$ cat config.mk
export PLATFORM = sky130hd
export DESIGN_NAME = mux_arbiter_flat
export DESIGN_NICKNAME = d
export VERILOG_FILES = /design/src/rtl/mux_arbiter_if.sv /design/src/rtl/mux_arbiter.sv /design/src/flat_wrapper.sv
export SDC_FILE = /design/constraint.sdc
export NUM_CORES = 1
export LEC_CHECK = 0
export BUFFER_PORTS_ARGS = -buffer_cell sky130_fd_sc_hd__buf_2
export CAP_MARGIN = 15
export CORE_MARGIN = 2
export CORE_UTILIZATION = 45
export CTS_CLUSTER_SIZE = 30
export DETAILED_ROUTE_END_ITERATION = 7
export PLACE_DENSITY = 0.85
export SYNTH_ARGS = -nofsm -noshare
export SYNTH_HDL_FRONTEND = slang
export SYNTH_SLANG_ARGS = --single-unit
$ cat constraint.sdc
create_clock -name clk -period 4.8 [get_ports clk]
set_clock_uncertainty 0.05 [all_clocks]
set_input_delay 1.2 -clock clk [delete_from_list [all_inputs] [get_ports clk]]
set_output_delay 1.2 -clock clk [all_outputs]
set_load 0.02 [all_outputs]
$ cat src/rtl/mux_arbiter_if.sv
// Handshake bundle between two requesters, the mux arbiter and the shared sink.
// master = requester/sink side, slave = arbiter side.
interface mux_arbiter_if #(
    parameter int unsigned WIDTH = 32
);
    logic             req0_valid;
    logic [WIDTH-1:0] req0_data;
    logic             req0_lock;
    logic             req0_ready;

    logic             req1_valid;
    logic [WIDTH-1:0] req1_data;
    logic             req1_lock;
    logic             req1_ready;

    logic             selector;
    logic             out_valid;
    logic [WIDTH-1:0] out_data;
    logic             out_ready;

    modport master (
        output req0_valid, req0_data, req0_lock,
        input  req0_ready,
        output req1_valid, req1_data, req1_lock,
        input  req1_ready,
        input  selector, out_valid, out_data,
        output out_ready
    );

    modport slave (
        input  req0_valid, req0_data, req0_lock,
        output req0_ready,
        input  req1_valid, req1_data, req1_lock,
        output req1_ready,
        output selector, out_valid, out_data,
        input  out_ready
    );
endinterface

$ cat src/rtl/mux_arbiter.sv
// Round-robin arbiter driving a shared 2:1 datapath mux, with locked bursts and a
// single registered output stage.
module mux_arbiter #(
    parameter int unsigned WIDTH = 32
) (
    input logic          clk,
    input logic          rst_n,
    mux_arbiter_if.slave bus
);
    typedef enum logic [1:0] {StIdle, StOwn0, StOwn1} state_e;

    state_e           state_q;
    logic             last_q;
    logic             out_valid_q;
    logic [WIDTH-1:0] out_data_q;

    logic can_load;
    logic sel;
    logic ready0;
    logic ready1;
    logic xfer0;
    logic xfer1;

    always_comb begin
        can_load = !out_valid_q || bus.out_ready;

        // Idle with no or both requests falls back to round-robin on the last grant.
        sel = ~last_q;
        case (state_q)
            StOwn0:  sel = 1'b0;
            StOwn1:  sel = 1'b1;
            default: begin
                if (bus.req0_valid && !bus.req1_valid) begin
                    sel = 1'b0;
                end else if (bus.req1_valid && !bus.req0_valid) begin
                    sel = 1'b1;
                end
            end
        endcase

        ready0 = can_load && !sel && rst_n;
        ready1 = can_load && sel && rst_n;
        xfer0  = bus.req0_valid && ready0;
        xfer1  = bus.req1_valid && ready1;
    end

    always_ff @(posedge clk) begin
        if (!rst_n) begin
            state_q     <= StIdle;
            last_q      <= 1'b1;
            out_valid_q <= 1'b0;
            out_data_q  <= '0;
        end else if (xfer0) begin
            out_data_q  <= bus.req0_data;
            out_valid_q <= 1'b1;
            last_q      <= 1'b0;
            state_q     <= bus.req0_lock ? StOwn0 : StIdle;
        end else if (xfer1) begin
            out_data_q  <= bus.req1_data;
            out_valid_q <= 1'b1;
            last_q      <= 1'b1;
            state_q     <= bus.req1_lock ? StOwn1 : StIdle;
        end else if (bus.out_ready) begin
            // Drain only; out_data keeps the last word.
            out_valid_q <= 1'b0;
        end
    end

    assign bus.selector   = sel;
    assign bus.req0_ready = ready0;
    assign bus.req1_ready = ready1;
    assign bus.out_valid  = out_valid_q;
    assign bus.out_data   = out_data_q;
endmodule

$ cat src/flat_wrapper.sv
// flat-port wrapper written by rule: the top's interface ports become plain ports
module mux_arbiter_flat 
#(
    parameter int unsigned WIDTH = 32
)
  (clk, rst_n, bus_req0_valid, bus_req0_data, bus_req0_lock, bus_req0_ready, bus_req1_valid, bus_req1_data, bus_req1_lock, bus_req1_ready, bus_selector, bus_out_valid, bus_out_data, bus_out_ready);
  mux_arbiter_if #(.WIDTH(WIDTH)) bus_i ();
  input logic clk;
  input logic rst_n;
  input wire logic [$bits(bus_i.req0_valid)-1:0] bus_req0_valid;
  input wire logic [$bits(bus_i.req0_data)-1:0] bus_req0_data;
  input wire logic [$bits(bus_i.req0_lock)-1:0] bus_req0_lock;
  output wire logic [$bits(bus_i.req0_ready)-1:0] bus_req0_ready;
  input wire logic [$bits(bus_i.req1_valid)-1:0] bus_req1_valid;
  input wire logic [$bits(bus_i.req1_data)-1:0] bus_req1_data;
  input wire logic [$bits(bus_i.req1_lock)-1:0] bus_req1_lock;
  output wire logic [$bits(bus_i.req1_ready)-1:0] bus_req1_ready;
  output wire logic [$bits(bus_i.selector)-1:0] bus_selector;
  output wire logic [$bits(bus_i.out_valid)-1:0] bus_out_valid;
  output wire logic [$bits(bus_i.out_data)-1:0] bus_out_data;
  input wire logic [$bits(bus_i.out_ready)-1:0] bus_out_ready;
  assign bus_i.req0_valid = bus_req0_valid;
  assign bus_i.req0_data = bus_req0_data;
  assign bus_i.req0_lock = bus_req0_lock;
  assign bus_req0_ready = bus_i.req0_ready;
  assign bus_i.req1_valid = bus_req1_valid;
  assign bus_i.req1_data = bus_req1_data;
  assign bus_i.req1_lock = bus_req1_lock;
  assign bus_req1_ready = bus_i.req1_ready;
  assign bus_selector = bus_i.selector;
  assign bus_out_valid = bus_i.out_valid;
  assign bus_out_data = bus_i.out_data;
  assign bus_i.out_ready = bus_out_ready;
  mux_arbiter #(.WIDTH(WIDTH)) u_core (.clk(clk), .rst_n(rst_n), .bus(bus_i));
endmodule
==> results of run 1 <==
final timing paths:
path / from / slack, ns / depth (start not counted) / end
hold / removal: u_core.last_q / 0.46 / 2 / u_core.last_q
setup reg to reg: u_core.state_q[0] / 2.29 / 7 / u_core.bus.out_data[5]
setup / recovery: rst_n / 1.22 / 4 / bus_req1_ready
hold reg to reg: u_core.last_q / 0.46 / 2 / u_core.last_q
flip-flops by register name, summed over array words and instances, names as in the netlist:
register,count
u_core.bus.out_valid,1
u_core.last_q,1
u_core.state_q,2
u_core.bus.out_data,32
Yosys cell counts (all sizes together):
cell type | instances | area [µm²]
or2 | 1 | 6.26
nor2b | 2 | 12.5
nand2b | 3 | 21.3
a21oi | 4 | 20.0
o21a | 2 | 15.0
clkbuf | 5 | 18.8
o211ai | 2 | 15.0
dfxtp | 36 | 721
a31oi | 31 | 194
ha | 1 | 12.5
nand2 | 66 | 248
nor2 | 4 | 15.0
o21ai | 33 | 165
and2 | 2 | 12.5
nor3 | 1 | 16.3
o2bb2ai | 1 | 8.76
mux2i | 2 | 20.0
inv | 3 | 11.3
nand3 | 1 | 5.00
buf | 12 | 78.8
power groups by stage:
stage | clock network [µW] | logic (µW) | registers (µW)
floorplan | 0 | 78.2 | 375
global placement | 0 | 171 | 343
detailed placement | 0 | 173 | 344
CTS | 136 | 174 | 337
global route | 152 | 192 | 340
finish | 132 | 172 | 337
kinds of logic (layout without fill, tap and decap cells):
| logic type | after synthesis | count (layout) | synth area share |
|---|---|---|---|
| AND/OR/NAND/NOR | 80 | 80 | 0.208 |
| AO/OA/AOI/OAI | 73 | 73 | 0.259 |
| flip-flops | 36 | 36 | 0.446 |
| buffers and inverters | 20 | 117 | 0.0673 |
| multiplexers | 2 | 2 | 0.0124 |
| adder cells (fa/ha/maj) | 1 | 1 | 0.00774 |
stage by stage:
| step | hold WS (ns) | instances | power, µW | util | setup WS, ns |
|---|---|---|---|---|---|
| final | 0.456 | 355 | 642 | 0.640 | 1.22 |
| after floorplan | 0.410 | 212 | 453 | - | 1.48 |
| after detailed placement | 0.439 | 350 | 517 | 0.629 | 1.21 |
| after global placement | 0.442 | 350 | 514 | 0.629 | 1.22 |
| after global routing | 0.488 | 355 | 684 | 0.640 | 1.10 |
| after CTS | 0.459 | 355 | 647 | 0.640 | 1.20 |
worst max-delay path, stage by stage:
cell	delay, ns
buf_2	0.46
nand2_1	0.30
a21oi_1	0.19
buf_2	0.18
final cells by class:
type	count	area, µm²	area share
clock buffers	5	37.5	0.0173
inverters	3	11.3	0.00519
multi-input cells	156	790	0.364
flip-flops and latches	36	721	0.332
well taps	46	57.6	0.0265
repair buffers	109	553	0.255
metal layers:
metal	track usage	share of wire
met4	0.0734	0.011
met2	0.363	0.49
met1	0.239	0.43
met5	0	0
met3	0.0475	0.076
==> metrics.txt, run 1 <==
clock tree buffer depth=2; total CTS buffers=5; vias in the first global route=roughly 1600; Starting Density=0.477; PwrDens=approximately 300 mW/mm²; Hold-fix buffers, CTS=0; P_int=442 µW; Ports=107; Antenna Nets Post-Route=0; Crit. End Element=output pin; # DRC=0; sequential power share=0.525; Worst-Skew Late Latency=a little over 0.3 ns; slew margin rel.=0.246; Max Fclk=between 0.2 and 0.3 GHz; initial antenna violation count=0; Comb pwr share=0.269; Placer Congestion=just over 0.8; Clk pwr share=0.206; row count=21; WS Path Type=input pin to output pin; Worst EP arrival=about 2.3 ns; average vias per placed instance=between 4 and 5; area of the die=just over 0.004 mm²; pin slew with the least headroom to its limit=1.13 ns; Final HPWL DP=approximately 2900 µm; Syn Area/Cell=around 7.6 µm²; Startpoint Class=input pin; VDD IR max=0.198 mV; Vias=between 1500 and 2000; Area Overhead vs Synth=34.2%; Synth Instances=around 210; max-slew violations=0; CTS Sinks=36; register bit total from synthesis=36; DIE WIDTH=63.9 µm; setup bufs post-CTS=0; Synth warnings=0; status=finished clean; MaxCap Viol Count=0; drt wl/cell=between 10 and 15 µm; CORE AREA=between 0.003 and 0.004 mm²; most frequent cells in the layout=106 x buf_2, 66 x nand2_1, 36 x dfxtp_1; port buffer count=approximately 110; DP Area=around 0.0021 mm²; first-pass GRT wire length=~6800 µm; fill count=around 300; fin crit period=around 3.6 ns; critical path data required time=approximately 3.6 ns; unrepaired setup endpoints after global routing=false; Root Buffer=clkbuf_4; Die Y=approximately 64 µm; most common cell after layout, fill and taps aside=buf_2; Clock Pin Slew Worst Setup and Hold Paths=about 0.09 ns; Worst Hold Class=register to register; grt ovf=0; All-Layer GR Usage=0.205; Static Leak=about 0.0011 µW; final WL=roughly 4000 µm; post_cts resized=0; H-Tree Depth=2; synthesized net count=about 280; share of cells above drive strength 1=0.379; final instance area=between 0.002 and 0.0025 mm²; Seq/Total Area, Yosys=0.446; Final Hold Vio Count=0; post-synthesis cell type count=24; initial DRC count=83; largest net degree at the start of global routing=39; drt pass-1 iters=4; Mapped Area=between 0.0015 and 0.002 mm²; CTS tree=yes; Final TNS setup=0 ns; final setup vio count=0; sw power=199 µW; Tcrit/Tclk final=0.746; largest fanout on the critical path=38; Final nets=around 380; Sw Share=0.311; Ant. Diodes=0
Note: power is estimated with default switching activity, not from simulation.
==> inputs of run 2 (changes only) <==
Settings changed: CORE_UTILIZATION 45 to 37, PLACE_DENSITY 0.85 to 0.75.
Clock period 4.8 ns to 3 ns, I/O delays scaled along.
==> metrics.txt, run 2 (same netlist as run 1, synthesis figures left out) <==
r2r startpoint=u_core.state_q[0]; Comb pwr share=0.227 (-0.042); sequential power share=0.441 (-0.084); unrepaired setup endpoints after global routing=false; largest net degree at the start of global routing=38 (-2.6%); total power=1230 µW (+91%); P_int=878 µW (+98%); critical path data required time=2.20 ns (-1.35 ns); met1 WL=1870 µm (+9.7%); VDD IR max=0.248 mV (+25%); initial DRC count=102 (+23%); max-slew violations=0 (unchanged); Top Layer Used=met5; Crit. End Element=output pin; H-Tree Depth=2 (unchanged); CP max-delay cell=o211ai_1; MaxCap Viol Count=0 (unchanged); pin slew with the least headroom to its limit=0.364 ns (-0.767 ns); CP delay by family, top=simple AND/OR/NAND/NOR gates; most frequent cells in the layout=106 x buf_2, 66 x nand2_1, 36 x dfxtp_1; row count=24 (+14%); DIE WIDTH=70.1 µm (+9.6%); PwrDens=542 mW/mm² (+83%); total CTS buffers=5 (unchanged); setup bufs post-CTS=0 (unchanged); Final nets=385 (+0.52%); Clock Pin Slew Worst Setup and Hold Paths=0.07 ns (-0.02 ns); Placer Congestion=0.708 (-12%); port buffer count=106 (unchanged); Buf+Inv Stages, Crit Path=2 (unchanged); status=finished clean; Static Leak=0.00113 µW (+3.8%); routed length on met3=276 µm (-8.6%); slew margin rel.=0.757 (+0.512); drt wl/cell=11.3 µm (+0.60%); Hold-fix buffers, CTS=0 (unchanged); sw power=348 µW (+75%); All-Layer GR Usage=0.172 (-0.0329); max incr delay on CP=0.23 ns (-0.23 ns); Clk pwr share=0.332 (+0.126); Ports=107 (unchanged); Area Overhead vs Synth=39.9%; final WL=4140 µm (+3.7%); Antenna Nets Post-Route=0 (unchanged); CTS tree=yes; hold depth=2 (unchanged); Final HPWL DP=2910 µm (-0.17%); Worst Hold Class=register to register; max reg flops=32 (unchanged); Worst-Skew Late Latency=0.27 ns (-0.04 ns); grt ovf=0 (unchanged); largest fanout on the critical path=6 (-84%); setup slack, reg-to-reg=0.98 ns (-1.31 ns); WS Path Type=input pin to output pin; area of the die=0.00491 mm² (+20%); Die Y=70.1 µm (+9.6%); Final Hold Vio Count=0 (unchanged); R2R Path End=u_core.bus.out_data[9]; Hold EP=u_core.last_q; final setup vio count=0 (unchanged); Startpoint Class=input pin; share of cells above drive strength 1=0.385 (+0.00671); first-pass GRT wire length=6940 µm (+2.0%); Final TNS setup=0 ns (unchanged); Max Fclk=approximately 0.41 GHz; Root Buffer=clkbuf_8; initial antenna violation count=1 (+1); drt pass-1 iters=4 (unchanged); Ant. Diodes=0 (unchanged); fin crit period=~2.5 ns; clock tree buffer depth=2 (unchanged); CTS Sinks=36 (unchanged); CORE AREA=0.00429 mm² (+27%); routed wl met2=1960 µm (+1.2%); Starting Density=0.376 (-0.100); average vias per placed instance=4.85 (-2.3%); most common cell after layout, fill and taps aside=buf_2; most used cell, CP=buf_2; Worst EP arrival=1.66 ns (-0.67 ns); post_cts resized=0 (unchanged); Tcrit/Tclk final=0.819; Vias=1774 (+0.74%); critical-path cell list=buf_2 > nor2b_1 > o211ai_1 > nand2_1 > nor2_1 > buf_2; vias in the first global route=1625 (+0.74%); Worst Reg-to-Reg Cells=8 (+1); Sw Share=0.284 (-0.0267); # DRC=0 (unchanged); worst hold start=u_core.last_q
-- run 2: stage by stage --
step / hold WS [ns] / setup slack [ns] / util / std cells / area, µm²
after global routing: 0.486 / 0.423 / 0.527 / 366 / 2260
after detailed placement: 0.455 / 0.546 / 0.502 / 358 / 2150
after global placement: 0.438 / 0.592 / 0.502 / 358 / 2150
after CTS: 0.468 / 0.550 / 0.527 / 366 / 2260
after floorplan: 0.410 / 0.580 / - / 212 / 1620
final: 0.466 / 0.544 / 0.527 / 366 / 2260
-- run 2: how the worst max path moves through the flow --
| stage | endpoint | cells after the start | from |
|---|---|---|---|
| floorplan | bus_req0_ready | 4 | bus_req1_valid |
| global placement | bus_req0_ready | 6 | bus_req1_valid |
| detailed placement | bus_req0_ready | 6 | bus_req1_valid |
| CTS | bus_req0_ready | 6 | bus_req1_valid |
| global route | bus_req0_ready | 6 | bus_req1_valid |
| finish | bus_req0_ready | 6 | bus_req1_valid |
-- run 2: power by group through the flow --
stage	Clock, µW	Sequential [µW]	Combinational (µW)
after floorplan	0	600	125
after global placement	0	550	275
after detailed placement	0	550	279
after CTS	422	540	280
after global routing	449	545	308
final	408	541	278
-- run 2: final cells by class --
class | count | area (µm²)
well taps | 52 | 65.1
multi-input cells | 156 | 790
clock inverters | 2 | 35.0
clock buffers | 6 | 72.6
flip-flops and latches | 36 | 721
repair buffers | 111 | 568
fillers | 430 | 2030
inverters | 3 | 11.3
-- run 2: worst reg2reg max path, stage by stage (launching register included) --
cell and delay, ns:
dfxtp_1 0.32, inv_1 0.06, ha_1 0.34, nand2b_2 0.23
o211ai_1 0.17, or2_1 0.15, buf_4 0.34, nand2_1 0.11
a31oi_1 0.18
-- run 2: metal layers --
layer | vias up | global-route usage
met1 | 770 | 0.212
met5 | - | 0
met3 | 4 | 0.0462
met2 | 62 | 0.290
li1 | 936 | -
met4 | 2 | 0.0577
